$ cat config.mk
export PLATFORM = sky130hd
export DESIGN_NAME = memory_access_stage
export DESIGN_NICKNAME = d
export VERILOG_FILES = /design/src/rtl/memory_access_stage.sv
export SDC_FILE = /design/constraint.sdc
export NUM_CORES = 1
export LEC_CHECK = 0
export CORE_ASPECT_RATIO = 1.4
export CORE_MARGIN = 2
export CORE_UTILIZATION = 30
export CTS_CLUSTER_SIZE = 30
export DETAILED_ROUTE_END_ITERATION = 8
export GPL_TIMING_DRIVEN = 0
export HOLD_SLACK_MARGIN = 0.05
export PLACE_DENSITY = 0.57
export SLEW_MARGIN = 20
export SYNTH_ARGS = -nofsm -noshare
export SYNTH_HDL_FRONTEND = slang
export SYNTH_SLANG_ARGS = --single-unit
$ cat constraint.sdc
create_clock -name clk -period 3.3 [get_ports clk]
set_input_delay 0.66 -clock clk [delete_from_list [all_inputs] [get_ports clk]]
set_output_delay 0.66 -clock clk [all_outputs]
set_load 0.03 [all_outputs]
$ cat src/rtl/memory_access_stage.sv
// MEM pipeline stage: issues load/store requests over a valid/ready data-memory port,
// aligns and extends load data, and registers the write-back fields.
module memory_access_stage #(
  parameter int unsigned TIMEOUT_CYCLES = 16
) (
  input  logic        clk,
  input  logic        rst,
  input  logic        in_valid,
  input  logic [31:0] in_pc,
  input  logic [31:0] in_alu_result,
  input  logic [31:0] in_w_data,
  input  logic [1:0]  in_mem_width,
  input  logic [4:0]  in_rd_addr,
  input  logic        in_rd_we,
  input  logic        in_is_load,
  input  logic        in_is_store,
  input  logic        in_is_load_unsigned,
  output logic        stall,
  output logic        dmem_req_valid,
  input  logic        dmem_req_ready,
  output logic [31:0] dmem_addr,
  output logic        dmem_we,
  output logic [3:0]  dmem_be,
  output logic [31:0] dmem_wdata,
  input  logic        dmem_rsp_valid,
  input  logic [31:0] dmem_rsp_data,
  output logic        wb_valid,
  output logic [31:0] wb_pc,
  output logic [31:0] wb_r_data,
  output logic [31:0] wb_alu_result,
  output logic        wb_is_load,
  output logic [4:0]  wb_rd_addr,
  output logic        wb_rd_we,
  output logic        misaligned,
  output logic        bus_error
);

  typedef enum logic [0:0] {
    IDLE     = 1'b0,
    WAIT_RSP = 1'b1
  } state_t;

  state_t      state_q, state_d;
  logic [31:0] cnt_q, cnt_d;

  // Load context captured at request acceptance, used when the response returns
  logic [1:0]  ld_off_q, ld_off_d;
  logic [1:0]  ld_width_q, ld_width_d;
  logic        ld_unsigned_q, ld_unsigned_d;
  logic [31:0] ld_pc_q, ld_pc_d;
  logic [31:0] ld_alu_q, ld_alu_d;
  logic [4:0]  ld_rd_addr_q, ld_rd_addr_d;
  logic        ld_rd_we_q, ld_rd_we_d;

  logic        wb_valid_q, wb_valid_d;
  logic [31:0] wb_pc_q, wb_pc_d;
  logic [31:0] wb_r_data_q, wb_r_data_d;
  logic [31:0] wb_alu_result_q, wb_alu_result_d;
  logic        wb_is_load_q, wb_is_load_d;
  logic [4:0]  wb_rd_addr_q, wb_rd_addr_d;
  logic        wb_rd_we_q, wb_rd_we_d;
  logic        misaligned_q, misaligned_d;
  logic        bus_error_q, bus_error_d;

  logic [1:0]  off;
  logic        mem_op;
  logic        is_half;
  logic        is_word;
  logic        mis;
  logic        accepted;
  logic        retire_now;

  function automatic logic [31:0] load_extend(
    input logic [31:0] raw,
    input logic [1:0]  byte_off,
    input logic [1:0]  width,
    input logic        is_unsigned
  );
    logic [31:0] w;
    logic [31:0] res;
    w = raw >> {byte_off, 3'b000};
    case (width)
      2'b00:   res = is_unsigned ? {24'b0, w[7:0]}  : {{24{w[7]}}, w[7:0]};
      2'b01:   res = is_unsigned ? {16'b0, w[15:0]} : {{16{w[15]}}, w[15:0]};
      default: res = w;
    endcase
    return res;
  endfunction

  assign off     = in_alu_result[1:0];
  assign mem_op  = in_is_load | in_is_store;
  assign is_half = (in_mem_width == 2'b01);
  assign is_word = in_mem_width[1];
  assign mis     = mem_op & ((is_half & off[0]) | (is_word & (off != 2'b00)));

  assign dmem_addr = {in_alu_result[31:2], 2'b00};
  assign dmem_we   = in_is_store;

  always_comb begin
    dmem_wdata = in_w_data;
    dmem_be    = 4'b1111;
    case (in_mem_width)
      2'b00: begin
        dmem_wdata = {4{in_w_data[7:0]}};
        dmem_be    = 4'b0001 << off;
      end
      2'b01: begin
        dmem_wdata = {2{in_w_data[15:0]}};
        dmem_be    = 4'b0011 << off;
      end
      default: begin
        dmem_wdata = in_w_data;
        dmem_be    = 4'b1111;
      end
    endcase
  end

  always_comb begin
    state_d         = state_q;
    cnt_d           = cnt_q;
    ld_off_d        = ld_off_q;
    ld_width_d      = ld_width_q;
    ld_unsigned_d   = ld_unsigned_q;
    ld_pc_d         = ld_pc_q;
    ld_alu_d        = ld_alu_q;
    ld_rd_addr_d    = ld_rd_addr_q;
    ld_rd_we_d      = ld_rd_we_q;
    wb_valid_d      = 1'b0;
    wb_pc_d         = wb_pc_q;
    wb_r_data_d     = wb_r_data_q;
    wb_alu_result_d = wb_alu_result_q;
    wb_is_load_d    = wb_is_load_q;
    wb_rd_addr_d    = wb_rd_addr_q;
    wb_rd_we_d      = wb_rd_we_q;
    misaligned_d    = 1'b0;
    bus_error_d     = 1'b0;
    stall           = 1'b0;
    dmem_req_valid  = 1'b0;
    accepted        = 1'b0;
    retire_now      = 1'b0;

    case (state_q)
      IDLE: begin
        if (in_valid) begin
          if (mem_op && !mis) begin
            dmem_req_valid = 1'b1;
            accepted       = dmem_req_ready;
            // Only an accepted store retires here; loads keep stalling into WAIT_RSP
            stall          = !(dmem_req_ready && in_is_store);
          end
          retire_now = !mem_op || mis || (accepted && in_is_store);
          if (retire_now) begin
            wb_valid_d      = 1'b1;
            wb_pc_d         = in_pc;
            wb_alu_result_d = in_alu_result;
            wb_r_data_d     = '0;
            wb_is_load_d    = in_is_load;
            wb_rd_addr_d    = in_rd_addr;
            wb_rd_we_d      = in_rd_we && !mem_op;
            misaligned_d    = mis;
          end
          if (accepted && in_is_load) begin
            ld_off_d      = off;
            ld_width_d    = in_mem_width;
            ld_unsigned_d = in_is_load_unsigned;
            ld_pc_d       = in_pc;
            ld_alu_d      = in_alu_result;
            ld_rd_addr_d  = in_rd_addr;
            ld_rd_we_d    = in_rd_we;
            cnt_d         = '0;
            state_d       = WAIT_RSP;
          end
        end
      end

      WAIT_RSP: begin
        stall = 1'b1;
        if (dmem_rsp_valid) begin
          stall           = 1'b0;
          wb_valid_d      = 1'b1;
          wb_pc_d         = ld_pc_q;
          wb_alu_result_d = ld_alu_q;
          wb_r_data_d     = load_extend(dmem_rsp_data, ld_off_q, ld_width_q, ld_unsigned_q);
          wb_is_load_d    = 1'b1;
          wb_rd_addr_d    = ld_rd_addr_q;
          wb_rd_we_d      = ld_rd_we_q;
          state_d         = IDLE;
        end else begin
          cnt_d = cnt_q + 32'd1;
          if ((TIMEOUT_CYCLES != 0) && (cnt_q == TIMEOUT_CYCLES - 1)) begin
            stall           = 1'b0;
            bus_error_d     = 1'b1;
            wb_valid_d      = 1'b1;
            wb_pc_d         = ld_pc_q;
            wb_alu_result_d = ld_alu_q;
            wb_r_data_d     = '0;
            wb_is_load_d    = 1'b1;
            wb_rd_addr_d    = ld_rd_addr_q;
            wb_rd_we_d      = 1'b0;
            cnt_d           = '0;
            state_d         = IDLE;
          end
        end
      end

      default: state_d = IDLE;
    endcase
  end

  always_ff @(posedge clk) begin
    if (rst) begin
      state_q         <= IDLE;
      cnt_q           <= '0;
      ld_off_q        <= '0;
      ld_width_q      <= '0;
      ld_unsigned_q   <= 1'b0;
      ld_pc_q         <= '0;
      ld_alu_q        <= '0;
      ld_rd_addr_q    <= '0;
      ld_rd_we_q      <= 1'b0;
      wb_valid_q      <= 1'b0;
      wb_pc_q         <= '0;
      wb_r_data_q     <= '0;
      wb_alu_result_q <= '0;
      wb_is_load_q    <= 1'b0;
      wb_rd_addr_q    <= '0;
      wb_rd_we_q      <= 1'b0;
      misaligned_q    <= 1'b0;
      bus_error_q     <= 1'b0;
    end else begin
      state_q         <= state_d;
      cnt_q           <= cnt_d;
      ld_off_q        <= ld_off_d;
      ld_width_q      <= ld_width_d;
      ld_unsigned_q   <= ld_unsigned_d;
      ld_pc_q         <= ld_pc_d;
      ld_alu_q        <= ld_alu_d;
      ld_rd_addr_q    <= ld_rd_addr_d;
      ld_rd_we_q      <= ld_rd_we_d;
      wb_valid_q      <= wb_valid_d;
      wb_pc_q         <= wb_pc_d;
      wb_r_data_q     <= wb_r_data_d;
      wb_alu_result_q <= wb_alu_result_d;
      wb_is_load_q    <= wb_is_load_d;
      wb_rd_addr_q    <= wb_rd_addr_d;
      wb_rd_we_q      <= wb_rd_we_d;
      misaligned_q    <= misaligned_d;
      bus_error_q     <= bus_error_d;
    end
  end

  assign wb_valid      = wb_valid_q;
  assign wb_pc         = wb_pc_q;
  assign wb_r_data     = wb_r_data_q;
  assign wb_alu_result = wb_alu_result_q;
  assign wb_is_load    = wb_is_load_q;
  assign wb_rd_addr    = wb_rd_addr_q;
  assign wb_rd_we      = wb_rd_we_q;
  assign misaligned    = misaligned_q;
  assign bus_error     = bus_error_q;

endmodule

==> results of run 1 <==
## repair_timing
action	4_1_cts	5_1_grt
setup endpoints to repair	30	5
pin swaps	1	0
buffers inserted	1	0
gates resized for setup	18	6
## sequential cells by signal (all words and copies together) (netlist names), 2 cells and up
name / count
ld_width_q: 2
wb_r_data: 32
wb_alu_result: 32
wb_rd_addr: 5
cnt_q: 32
ld_rd_addr_q: 5
ld_alu_q: 31
wb_pc: 32
ld_pc_q: 32
## path summary, 6_finish.rpt
kind | endpoint | slack [ps] | startpoint
worst max-delay path | dmem_wdata[21] | 60 | in_mem_width[1]
worst min-delay path | ld_alu_q[24]$_SDFFE_PP0P_ | 450 | ld_alu_q[24]$_SDFFE_PP0P_
worst max register to register | cnt_q[5]$_SDFFE_PP0P_ | 600 | state_q$_SDFF_PP0_
worst min register to register | ld_alu_q[24]$_SDFFE_PP0P_ | 450 | ld_alu_q[24]$_SDFFE_PP0P_
## cell type report
cell class	instances	area share (%)
plain buffers	142	5.188
diodes	1	0.01741
clock buffers	32	4.657
multi-input cells	797	34.37
repair buffers	317	21.96
clock inverters	5	0.3743
inverters	3	0.07834
well taps	440	3.830
flip-flops and latches	212	29.52
## cells in the mapped netlist (3+ instances only)
cell,instances,area [sq um]
nand4_1,11,68.82
mux2_2,18,202.7
dfxtp_1,212,4244
and3_1,6,37.54
nor2b_1,12,75.07
a211o_1,8,70.07
a21oi_1,175,875.8
a32o_1,7,70.07
nand3_1,19,95.09
nor4_1,8,50.05
a21o_1,6,45.04
a221o_1,9,90.09
a211oi_1,71,533.0
and2_1,4,25.02
o21ai_0,34,170.2
buf_1,4,15.01
nor3_1,7,35.03
inv_1,3,11.26
or2_2,5,31.28
buf_4,48,360.4
nand2b_1,5,31.28
nor2_1,32,120.1
a22o_1,22,192.7
mux2i_1,97,970.9
buf_2,14,70.07
clkbuf_1,75,281.5
and4_1,6,52.55
nand2_1,186,698.2
a31oi_1,18,112.6
## metrics by stage
stage	util (%)	worst slack, ps	setup TNS [ps]	cell area [sq um]
floorplan	-	558.6	0	9915
global placement	41.93	-467.0	-37570	13630
detailed placement	41.93	-463.2	-40150	13630
CTS	44.20	25.85	0	14370
global route	44.23	2.514	0	14380
finish	44.23	60.00	0	14380
## cell usage in the layout (no fill, tap or decap), drive strengths merged, types with 8 or more instances in the layout
cell / n
a211o: 8
a211oi: 71
a21oi: 176
a221o: 9
a22o: 22
a31oi: 18
buf: 67
clkbuf: 109
clkdlybuf4s50: 305
dfxtp: 212
dlygate4sd2: 9
mux2: 18
mux2i: 97
nand2: 186
nand3: 19
nand4: 11
nor2: 32
nor2b: 12
nor4: 9
o21ai: 34
## worst max-delay path, delay by kind of cell
kind                   cells  cell delay (ps)
multiplexers               1              390
buffers and inverters      3             1530
## cells by family after synthesis
logic type,Yosys count,synth area share (%)
multiplexers,115,11.84
buffers and inverters,145,7.562
AND/OR/NAND/NOR,311,14.19
adder cells (fa/ha/maj),1,0.1262
flip-flops,212,42.82
other,1,0.03784
XOR/XNOR,3,0.2652
AO/OA/AOI/OAI,365,23.15
## power by group through the flow
stage               Combinational, mW  Sequential (mW)  Clock (mW)
floorplan                       0.532             2.95           0
global placement                 1.34             2.79           0
detailed placement               1.35             2.79           0
CTS                              1.34             2.74        2.59
global route                     1.41             2.75        2.70
finish                           1.33             2.73        2.54
## layer usage
| metal | global-route usage (%) | routed length (microns) | vias to the layer above |
|---|---|---|---|
| met4 | 6.394 | 997 | 0 |
| met3 | 3.772 | 2195 | 51 |
| met2 | 37.34 | 18910 | 298 |
| met5 | 0 | 0 | - |
| li1 | - | - | 4805 |
| met1 | 24.77 | 14710 | 4565 |
==> results.toml, run 1 <==
[outcome]
status = "finished clean"

[global_route]
grt_remaining_overflow = 0
grt_pass1_vias = 9565
grt_pass1_wl_microns = 55840
antenna_found_initial = 1
grt_max_degree = 13
grt_usage_pct = 20.73

[sta]
rsz0062_at_grt = "no"
slew_violations = 0
finalCriticalPeriod_ps = 3240
setup-violations-final = 0
finalHoldViolCount = 0
worst_pin_slew_ps = 1108
slew_headroom_pct = 25.55
hold-worst-slack_ps = 453.2
fmax_mhz = 308.6
clock_skew_ps = 16.08
finalCritPeriodShare_pct = 98.18

[final_layout]
nets = 1641
layout-drive-gt1-share_pct = 8.886
area_delta_synth_final_pct = 45.04
stdcell_count = 1949
seqCellArea_sq_mm = 0.004244
n_fill_cell = 3248
multi_input_area_sq_mm = 0.004941

[drt]
drtIter0Drc = 455
wl_per_cell_microns = 18.89
drc = 0
totalWireLength_microns = 36820
avgViaCountPerCell = 4.987
vias = 9719
ant_nets = 0
drt_first_pass_iters = 5

[floorplanning]
initial_core_util_pct = 30.50
io_pins = 321
rows = 78
core_sq_mm = 0.03250
die_y_microns = 219.1
die_x_microns = 157.6
dieArea_sq_mm = 0.03453

[setup_path]
crit_path_cell_trace = "clkdlybuf4s50_1 -> clkbuf_4 -> mux2_2 -> clkdlybuf4s50_1"
cp.arrival_ps = 2580
cpMostUsedCell = "clkdlybuf4s50_1"
cp.required_ps = 2640
cp-end-kind = "primary output"
critPathSlowestCell = "clkdlybuf4s50_1"
ff2ff_path_depth = 7
cp_max_fo = 10
worstSetupPathType = "input pin to primary output"
slowest_delay_ps = 630
cp-start-kind = "input pin"

[placement]
dpl.cell_count = 1910
place_congestion = 0.9046
post-dp-hpwl_microns = 28190
port-buffer-count = 316

[cts]
clk_pin_slew_ps = 60
cts_tree = "built"
clock_sinks = 212
numCtsBuffers = 23
cts.path.max_buffers = 3
clock_latency_ps = 520
ctsHoldBuffers = 0
clockRootBuffer = "clkbuf_16"
cts-htree-levels = 1

[power_and_ir_drop]
p_clk_share_pct = 38.4
combPwrFrac_pct = 20.2
internal_power_mw = 4.734
leakagePower_nw = 5.036
p_sw_share_pct = 28.28
seq_power_share_pct = 41.4
p_total_mw = 6.600
power.switching_mw = 1.867
powerDensity_mw_per_mm2 = 459.1
vdd_drop_max_mv = 0.3554

[synthesis]
ys_warn_count = 0
ys.flop_type = "dfxtp_1"
synthDistinctLibCells = 53
synth_edf_count = 0
syn-mean-instance-area_sq_um = 8.596
synthArstFlopShare_pct = 0
synth_area_sq_mm = 0.009911
synth-seq-area-share_pct = 42.82
synth_seq_cells = 212
synthCells = 1153

[hold_path]
hold_path_depth = 2
hp-class = "register to register"

[run]
max_cap_violations = 0
Power figures use the tool's default switching activity.
==> run 2: changes to the inputs <==
--- a/config.mk
+++ b/config.mk
@@ -13,7 +13,6 @@
 export GPL_TIMING_DRIVEN = 0
 export HOLD_SLACK_MARGIN = 0.05
 export PLACE_DENSITY = 0.57
-export SLEW_MARGIN = 20
 export SYNTH_ARGS = -nofsm -noshare
 export SYNTH_HDL_FRONTEND = slang
 export SYNTH_SLANG_ARGS = --single-unit
==> results of run 2 <==
Final layout, timing and power as in run 1 (identical DEF).
==> run 3: changes to the inputs <==
--- a/config.mk
+++ b/config.mk
@@ -5,6 +5,7 @@
 export SDC_FILE = /design/constraint.sdc
 export NUM_CORES = 1
 export LEC_CHECK = 0
+export ABC_CLOCK_PERIOD_IN_PS = 4100
 export CORE_ASPECT_RATIO = 1.4
 export CORE_MARGIN = 2
 export CORE_UTILIZATION = 30
==> constraint.sdc (replaced) <==
create_clock -name clk -period 4.1 [get_ports clk]
set_input_delay 0.82 -clock clk [delete_from_list [all_inputs] [get_ports clk]]
set_output_delay 0.82 -clock clk [all_outputs]
set_load 0.03 [all_outputs]
==> results.toml, run 3 (synthesis results as in run 1) <==
[outcome]
status = "finished clean"

[setup_path]
ff2ff_path_depth = 7
cpMostUsedCell = "clkdlybuf4s50_1"
r2r_setup_slack_ps = 1350
cp_max_fo = 10
critPathSlowestCell = "clkdlybuf4s50_1"
worstSetupPathType = "input pin to primary output"
path_buf_inv = 4
regToRegStartpoint = "state_q$_SDFF_PP0_"
slowest_delay_ps = 700
rr_endpoint = "cnt_q[5]$_SDFFE_PP0P_"
crit_path_cell_trace = "clkdlybuf4s50_1 -> clkbuf_2 -> clkbuf_1 -> nand2_1 -> o21ai_0 -> clkdlybuf4s50_1"
cp-end-kind = "primary output"
cp-start-kind = "input pin"
cp.arrival_ps = 3080
cp.required_ps = 3280
critPathTopFamily = "buffers and inverters"

[power_and_ir_drop]
powerDensity_mw_per_mm2 = 370.7
p_total_mw = 5.321
internal_power_mw = 3.815
leakagePower_nw = 4.996
combPwrFrac_pct = 20.2
p_clk_share_pct = 38.4
vdd_drop_max_mv = 0.2863
power.switching_mw = 1.506
seq_power_share_pct = 41.4
p_sw_share_pct = 28.30

[cts]
ctsHoldBuffers = 0
numCtsBuffers = 23
clock_sinks = 212
cts_tree = "built"
cts.path.max_buffers = 3
post_cts_buffers = 0
clk_pin_slew_ps = 60
clock_latency_ps = 520
cts-htree-levels = 1
clockRootBuffer = "clkbuf_16"

[sta]
setup-violations-final = 0
fin_ws_ps = 196.0
slew_violations = 0
fmax_mhz = 256.1
slew_headroom_pct = 25.72
finalCriticalPeriod_ps = 3904
fin_setup_tns_ps = 0
hold-worst-slack_ps = 453.2
finalCritPeriodShare_pct = 95.22
finalHoldViolCount = 0
worst_pin_slew_ps = 1106
rsz0062_at_grt = "no"
clock_skew_ps = 17.01

[floorplanning]
rows = 78
initial_core_util_pct = 30.50
die_y_microns = 219.1
dieArea_sq_mm = 0.03453
die_x_microns = 157.6
io_pins = 321
core_sq_mm = 0.03250

[run]
max_cap_violations = 0

[drt]
drc = 0
avgViaCountPerCell = 4.972
wl_per_cell_microns = 18.95
vias = 9685
drtIter0Drc = 421
totalWireLength_microns = 36920
ant_nets = 0
drt_first_pass_iters = 5

[placement]
post-dp-hpwl_microns = 28190
dpl.cell_count = 1910
port-buffer-count = 316
place_congestion = 0.9046
place_ws_ps = 16.84

[final_layout]
multi_input_area_sq_mm = 0.004921
nets = 1640
layout-drive-gt1-share_pct = 8.295
seqCellArea_sq_mm = 0.004244
n_fill_cell = 3255
final_common_cell = "clkdlybuf4s50_1"
stdcell_count = 1948
area_delta_synth_final_pct = 44.84
layout_common_cells = "316 x clkdlybuf4s50_1, 212 x dfxtp_1, 186 x nand2_1"

[global_route]
grt_max_degree = 13
grt_pass1_wl_microns = 55790
antenna_found_initial = 1
grt_remaining_overflow = 0
grt_pass1_vias = 9532
grt_usage_pct = 20.71

[hold_path]
min_to = "ld_alu_q[24]$_SDFFE_PP0P_"
hold_path_depth = 2
hp-class = "register to register"
min-delay-start = "ld_alu_q[24]$_SDFFE_PP0P_"
==> run 3: power by group through the flow <==
stage,Sequential (mW),Clock (mW),Combinational (mW)
floorplan,2.37,0,0.428
global placement,2.25,0,1.08
detailed placement,2.25,0,1.08
CTS,2.20,2.08,1.09
global route,2.21,2.17,1.14
finish,2.20,2.04,1.08
==> run 3: cell type report <==
class	count	share of cell area, %
diodes	1	0.01743
plain buffers	142	5.151
clock buffers	32	4.663
clock inverters	5	0.3748
inverters	3	0.07845
multi-input cells	797	34.28
flip-flops and latches	212	29.57
well taps	440	3.835
repair buffers	316	22.03
==> run 3: worst reg2reg max path: stages (launching register included) <==
cell and delay [ps]:
dfxtp_1 480, and4b_1 250, and3_1 190, clkbuf_1 200, nor3_1 800, clkbuf_1 520, a21oi_1 90, a21oi_1 160
==> run 3: through the flow <==
| step | cell area (sq um) | util [%] |
|---|---|---|
| floorplan | 9915 | - |
| global placement | 13630 | 41.93 |
| detailed placement | 13630 | 41.93 |
| CTS | 14350 | 44.16 |
| global route | 14360 | 44.17 |
| finish | 14360 | 44.17 |
==> run 3: per-layer routing <==
metal	track usage (%)	up-vias	wire length, microns
met1	24.85	4548	14780
met3	3.673	49	2125
li1	-	4798	-
met4	6.061	0	935
met5	0	-	0
met2	37.41	290	19070
==> run 3: worst max path at each step <==
stage | from | to | slack (ps) | depth (start not counted)
5_1_grt | in_mem_width[1] | dmem_wdata[25] | 130 | 6
2_1_floorplan | in_mem_width[0] | dmem_wdata[24] | 1040 | 4
4_1_cts | in_mem_width[1] | dmem_wdata[25] | 20 | 6
3_3_place_gp | in_mem_width[1] | dmem_wdata[25] | 10 | 6
3_5_place_dp | in_mem_width[1] | dmem_wdata[25] | 20 | 6
6_report | in_mem_width[1] | dmem_wdata[30] | 200 | 6
==> run 3: repair_timing <==
action	in CTS	in global routing
endpoints found under the setup margin	0	9
hold endpoints to repair	0	0
resized for setup	0	1
